===== src/rtl/pci_target_responder.sv =====
// PCI memory target: decodes a 2^ADDR_WIDTH-word window, serves linear single/burst
// reads and writes from an internal register file, and disconnects at the window top.
module pci_target_responder #(
    parameter logic [31:0] BASE_ADDR  = 32'h0000_0000,
    parameter int          ADDR_WIDTH = 3
) (
    input  logic        CLK,
    input  logic        RST,
    input  logic        FRAME,
    input  logic        IRDY,
    input  logic        IDSEL,
    input  logic [31:0] AD_in,
    input  logic [3:0]  CBE,
    output logic [31:0] AD_out,
    output logic        AD_oe,
    output logic        DEVSEL,
    output logic        TRDY,
    output logic        STOP
);

    typedef enum logic [2:0] {
        IDLE, BUSY, W_DATA, R_TURN, R_DATA, TURN_AR
    } state_t;

    localparam int                    WORDS   = 1 << ADDR_WIDTH;
    localparam logic [ADDR_WIDTH-1:0] PTR_TOP = '1;
    localparam logic [ADDR_WIDTH-1:0] PTR_ONE = {{(ADDR_WIDTH-1){1'b0}}, 1'b1};

    state_t                      state;
    state_t                      next_state;
    logic [ADDR_WIDTH-1:0]       ptr;
    logic                        disc;
    logic [WORDS-1:0][31:0]      mem;

    logic addr_match;
    logic cmd_wr;
    logic cmd_rd;
    logic in_data;
    logic at_top;
    logic xfer;
    logic unused_idsel;

    // Memory commands only; configuration select plays no part in decode.
    assign unused_idsel = IDSEL;

    assign addr_match = (AD_in >> (ADDR_WIDTH + 2)) == (BASE_ADDR >> (ADDR_WIDTH + 2));
    assign cmd_wr     = (CBE == 4'b0111);
    assign cmd_rd     = (CBE == 4'b0110);
    assign in_data    = (state == W_DATA) || (state == R_DATA);
    assign at_top     = (ptr == PTR_TOP);
    // disc marks the post-disconnect hold, where TRDY is high and nothing moves.
    assign xfer       = in_data && !disc && !IRDY;

    always_ff @(posedge CLK) begin
        if (RST) state <= IDLE;
        else     state <= next_state;
    end

    // NOTE: the register file is reset like any other state, so it must stay in
    // flops; a sync-reset loop over a RAM macro would not map to a real memory.
    always_ff @(posedge CLK) begin
        if (RST) begin
            ptr  <= '0;
            disc <= 1'b0;
            mem  <= '0;
        end else begin
            if (state == IDLE && !FRAME)
                ptr <= AD_in[ADDR_WIDTH+1:2];
            if (!in_data)
                disc <= 1'b0;
            if (xfer) begin
                if (state == W_DATA) begin
                    for (int b = 0; b < 4; b++)
                        if (!CBE[b]) mem[ptr][8*b +: 8] <= AD_in[8*b +: 8];
                end
                // The pointer parks at the top; the burst is cut rather than wrapped.
                if (at_top) disc <= !FRAME;
                else        ptr  <= ptr + PTR_ONE;
            end
        end
    end

    // NOTE: next_state and every output get a default first so no path infers a latch.
    always_comb begin
        next_state = state;
        case (state)
            IDLE:    if (!FRAME)
                         next_state = (addr_match && cmd_wr) ? W_DATA :
                                      (addr_match && cmd_rd) ? R_TURN : BUSY;
            BUSY:    if (FRAME && IRDY) next_state = IDLE;
            R_TURN:  next_state = (FRAME && IRDY) ? TURN_AR : R_DATA;
            // FRAME high ends the data phase: last transfer, abort, or end of disconnect hold.
            W_DATA,
            R_DATA:  if (FRAME) next_state = TURN_AR;
            TURN_AR: next_state = IDLE;
            default: next_state = IDLE;
        endcase
    end

    always_comb begin
        DEVSEL = 1'b1;
        TRDY   = 1'b1;
        STOP   = 1'b1;
        AD_oe  = 1'b0;
        AD_out = '0;
        case (state)
            W_DATA: begin
                DEVSEL = 1'b0;
                TRDY   = disc;
                STOP   = !at_top;
            end
            R_TURN: begin
                DEVSEL = 1'b0;
                AD_oe  = 1'b1;
                AD_out = mem[ptr];
            end
            R_DATA: begin
                DEVSEL = 1'b0;
                TRDY   = disc;
                STOP   = !at_top;
                AD_oe  = 1'b1;
                AD_out = mem[ptr];
            end
            default: ;
        endcase
    end

endmodule


===== config.mk =====
export PLATFORM = sky130hd
export DESIGN_NAME = pci_target_responder
export DESIGN_NICKNAME = d
export VERILOG_FILES = /design/src/rtl/pci_target_responder.sv
export SDC_FILE = /design/constraint.sdc
export NUM_CORES = 1
export LEC_CHECK = 0
export CORE_UTILIZATION = 35
export DETAILED_ROUTE_END_ITERATION = 12
export PLACE_DENSITY = 0.62
export SLEW_MARGIN = 20
export SYNTH_ARGS = -nofsm -noshare
export SYNTH_HDL_FRONTEND = slang
export SYNTH_SLANG_ARGS = --single-unit
export TNS_END_PERCENT = 1

===== constraint.sdc =====
create_clock -name CLK -period 7.5 [get_ports CLK]
set_input_delay 1.875 -clock CLK [delete_from_list [all_inputs] [get_ports CLK]]
set_output_delay 1.875 -clock CLK [all_outputs]
set_load 0.02 [all_outputs]

# After elaboration in Yosys (flattened, before gate mapping)
# Index checks and enable logic that the tools add are counted.
[op_classes] addsub=1 order_cmp=2 n_eq_ne=10 mux=45 reduce_logical=19
[op_table] op="2-to-1 mux 256 bit" n=13
[op_table] op="bitwise mux 256 bit" n=4
[op_table] op="demux 32 bit (select 3 bit)" n=4
[op_table] op="binary-select mux 32 bit (select 3 bit)" n=1
[op_table] op="2-to-1 mux 32 bit" n=3
[op_table] op="zero test 32 bit" n=1
[op_table] op="2-to-1 mux 24 bit" n=1
[op_table] op="2-to-1 mux 3 bit" n=6
[op_table] op="2-to-1 mux 16 bit" n=1
[op_table] op="one-hot mux 3 bit (4 select lines)" n=1
[op_table] op="equality test 4 x 3 -> 1 bit, second input constant" n=2
[op_table] op="2-to-1 mux 1 bit" n=8
[op_table] op="2-to-1 mux 8 bit" n=1
[op_table] op="logical AND 1 bit" n=7
[op_table] op="equality test 3 x 2 -> 1 bit, second input constant" n=2
[op_table] op="equality test 3 bit, second input constant" n=2
[op_table] op="zero test 1 bit" n=4
[op_table] op="less-than comparator 3 x 4 -> 1 bit, second input constant" n=1
[op_table] op="2-to-1 mux 2 bit" n=2
[op_table] op="inequality test 2 bit, second input constant" n=2
[op_table] op="OR reduction 2 bit" n=2
[op_table] op="adder 3 x 1 -> 3 bit, second input constant" n=1
[op_table] op="equality test 3 x 1 -> 1 bit, second input constant" n=1
[op_table] op=">= comparator 3 x 1 -> 1 bit, second input constant" n=1
[op_table] op="6 further kinds" n=6
[totals] reg_bits=263 in_bits=41 output_inout_bits=36 elab_cells=88

# Longest topological paths before layout
[logic_depth] word_depth=21 depth_mapped=7 depth_no_buf=6

# Worst setup path before layout
# OpenSTA, ideal clock, no wires.
[synth_path] path_type="register -> output" start="register ptr[0]" end="output AD_out[12]" t_arrival_ns=2.138 required_ns=5.625 path_slack_ns=3.487 path_stages_with_launch=7 path_buffers=3 cell_sequence="dfxtp_1 -> buf_2 -> nor3b_1 -> clkbuf_1 -> buf_1 -> a22oi_1 -> a31oi_1"
[synth_via] elab_chain_len=3
[synth_lines] item="start: declaration" line_no="31" text="logic [ADDR_WIDTH-1:0] ptr;"
[synth_lines] item="start signal: assignment" line_no="68" text="ptr <= AD_in[ADDR_WIDTH+1:2];"
[synth_lines] item="start signal: assignment" line_no="78" text="else ptr <= ptr + PTR_ONE;"
[synth_lines] item="binary-select mux 32 bit (select 3 bit)" line_no="115, 122"
[synth_lines] item="2-to-1 mux 32 bit (not written as such)" line_no="115, 122"
[synth_lines] item="2-to-1 mux 32 bit"
[synth_lines] item="end: declaration" line_no="14" text="output logic [31:0] AD_out,"
# No other way between the ends. The select of a mux whose other input is x is not followed.

# Final worst setup path
[layout_path] start="register ptr[1]" end="output AD_out[23]"
# Same word-level chain as after synthesis.

==> impl_results.md <==
* Final hold vios at 0
* Postcts setup bufs at 0
* Reg2Reg Setup Slack at 4.69 ns
* Grt total ovfl at 0
* Post_cts resized at 0
* Height of the chip at 185 um
* CP Class: flop to primary output
* Reg2reg start: state[0]
* NumNets Final at 1202
* Largest family of logic cells by synthesized area: multiplexers
* Inserted Diodes at 0
* Syn Nets at 1195
* Gpl congestion at 0.752
* Synth Area in Simple Gates at 0.167
* Compound-Gate Fraction of Synth Area at 0.114
* Seq pwr share at 0.460
* Asr flop ratio synth at 0
* Ratio of final minimum period to clock period at 0.747
* Crit path required time at 5.62 ns
* Filler instances at 3188
* Clock share of power at 0.485
* NetSw at 0.716 mW
* Minimum clock period at 5.60 ns
* Post-synthesis sequential area ratio at 0.451
* H-tree levels at 1
* ANT nets after route at 0
* Post-CTS Hold Fix Bufs at 0
* Initial antenna violation count at 0
* Post-Layout Cell Count at 1623
* Detailed Route WL at 31700 um
* Drt initial violations at 658
* DR pass1 iterations at 5
* Die W at 185 um
* Post-Syn Area at 0.0117 sq mm
* Clock sink count at 263
* # rows at 66
* Finished Core Util at 0.418
* Slew Limit Fails at 0
* Synth warn at 0
* Top Ports at 77
* Logic pwr share at 0.055
* CTS tree: built
* CP arrival at 3.72 ns
* Post-synth cell types at 42
* Post-Syn Instances at 1152
* Worst slew margin at 0.302
* Adder-Cell Fraction of Synth Area at 0.00214
* Total die area at 0.0341 sq mm
* Maximum vdd ir drop at 193 uV
* Cell-internal power at 2.35 mW
* Final setup fails at 0
* Crit start category: flop
* Fmax at 179 MHz
* Static Leakage at 4.15 nW
* Final TNS setup at 0 ns
* TritonCTS buffer count at 28
* CP endpoint: AD_out[23]
* Crit path from: ptr[1]
* FF-to-FF path depth at 4
* First-pass GRT wire length at 48800 um
* Clock Pin Slew Worst Setup and Hold Paths at 0.06 ns
* Total number of vias at 8624
* EDFF count, synth at 0
* Via/cell ratio at 5.31
* Largest net degree at the start of global routing at 97
* Initial core utilization at 0.357
* Crit. End Element: primary output
* Worst-Margin Slew at 1.04 ns
* Layout Skew at 0.0104 ns
* Synth Area in XOR/XNOR at 0.000750
* Tightest Hold Check Type: flop to flop
* Reg-to-reg critical path endpoint: mem[42]
* Syn Area/Cell at 10.1 sq um
* Area of the core at 0.0327 sq mm
* Crit path max fanout at 19
* Inst Count DP at 1570
* Status: complete, no violations
* Drt wl/cell at 19.5 um
* Vias in the first global route at 8219
* Mux share of post-synthesis cell area at 0.221
* RSZ-0062 raised after global routing: false
* Main synth FF type: dfxtp_1
* Area Growth Syn to Fin at 17.0%
* Synth Register Bits at 263
* Max-Cap Viols at 0
* GRT Resource Usage Total at 0.184
* Latest clock arrival within the worst-skew pair at 0.55 ns
* Clock root buffer: clkbuf_16
* Drt drc at 0
* DP Wirelength at 18800 um
* Share of cells above drive strength 1 at 0.0948
* Sw frac at 0.234
* Input/output buffers at 75
* Pwr Density at 224 mW/mm^2
* Max Buffers Root-to-Sink at 3
## logic make-up (layout without fill, tap and decap cells)
family | Yosys count | in the layout
muxes | 258 | 258
xor gates and xnor gates | 1 | 1
and+or+nand+nor | 339 | 339
buffers and inverters | 116 | 145
adders and majority gates | 2 | 2
DFF | 263 | 263
AOI/OAI and AO/OA | 173 | 173
## registers in the layout, indices dropped and copies added, names as in the netlist
signal,count
disc,1
mem,256
ptr,3
state,3
## routing by layer
| metal | track usage | share of wire | up-vias |
|---|---|---|---|
| met2 | 0.293 | 0.45 | 186 |
| met5 | 0 | 0 | - |
| li1 | - | - | 4156 |
| met3 | 0.0213 | 0.042 | 40 |
| met1 | 0.265 | 0.49 | 4242 |
| met4 | 0.0450 | 0.018 | 0 |
## power by group through the flow
stage / registers, mW / logic, mW / clock network (mW)
3_5_place_dp: 1.44 / 0.167 / 0
6_report: 1.41 / 0.168 / 1.49
4_1_cts: 1.41 / 0.167 / 1.51
2_1_floorplan: 1.43 / 0.109 / 0
5_1_grt: 1.41 / 0.176 / 1.57
3_3_place_gp: 1.44 / 0.165 / 0
## cell usage in the layout (no fill, tap or decap), types with 2 or more instances in the layout
cell	count
a22o_1	32
clkbuf_1	2
nor4_1	8
nand3b_1	4
nor3b_2	3
ha_1	2
a221oi_1	32
clkbuf_8	7
clkbuf_16	29
or3_1	2
nor2_1	264
a21oi_1	3
clkinv_2	10
clkdlybuf4s50_1	73
buf_4	15
a211oi_1	3
nor2_4	2
dfxtp_1	263
a31oi_1	32
a22oi_1	64
nand4_1	2
inv_1	3
bufinv_16	4
nand2_1	6
mux2i_1	258
or3b_2	3
nor4_4	32
## critical path, stage by stage, from the launching register on
cell and delay [ns]:
dfxtp_1 0.73, and3b_1 0.80, buf_4 0.44, a22oi_1 0.14, a31oi_1 0.36, clkdlybuf4s50_1 0.68
## synthesized netlist by cell type, drive strengths merged (2+ instances only)
cell type    n  area share
clkbuf      66       0.021
nor3         2     0.00086
or4b         2      0.0017
a22oi       64       0.041
a31oi       32       0.017
nand3b       4      0.0026
dfxtp      263        0.45
ha           2      0.0021
nand4        2      0.0011
nand2        6      0.0019
or3          2      0.0011
inv          3     0.00096
a221oi      32       0.024
a211oi       3      0.0019
nor3b        4      0.0026
a21oi        4      0.0017
buf         47       0.022
or3b         3      0.0023
nor4        40       0.063
mux2i      258        0.22
a22o        32       0.024
nor2       266       0.085
## layout make-up
class                           instances  area, sq um  area share
Sequential cell                       263         5270       0.385
Multi-Input combinational cell        773         5950       0.436
Clock buffer                           38          830      0.0607
Tap cell                              442          553      0.0405
Inverter                                3         11.3    0.000824
Clock inverter                         14          170      0.0125
Timing Repair Buffer                   90          882      0.0646
## worst min path at each step
| stage | endpoint | cells past startpoint | start | slack, ns |
|---|---|---|---|---|
| 3_3_place_gp | mem[106] | 2 | mem[106] | 0.47 |
| 6_report | mem[96] | 2 | mem[96] | 0.49 |
| 4_1_cts | mem[133] | 2 | mem[133] | 0.50 |
| 3_5_place_dp | mem[112] | 2 | mem[112] | 0.48 |
| 5_1_grt | mem[136] | 2 | mem[136] | 0.51 |
| 2_1_floorplan | mem[100] | 2 | mem[100] | 0.46 |
## stage by stage
stage	hold WS, ns	cell area [sq um]	total power, mW	setup slack (ns)
floorplan	0.460	11700	1.54	3.49
global placement	0.472	12600	1.61	2.47
detailed placement	0.479	12600	1.61	2.52
CTS	0.497	13600	3.08	1.93
global route	0.505	13700	3.15	1.76
finish	0.491	13700	3.07	1.90
Power figures use the tool's default switching activity.
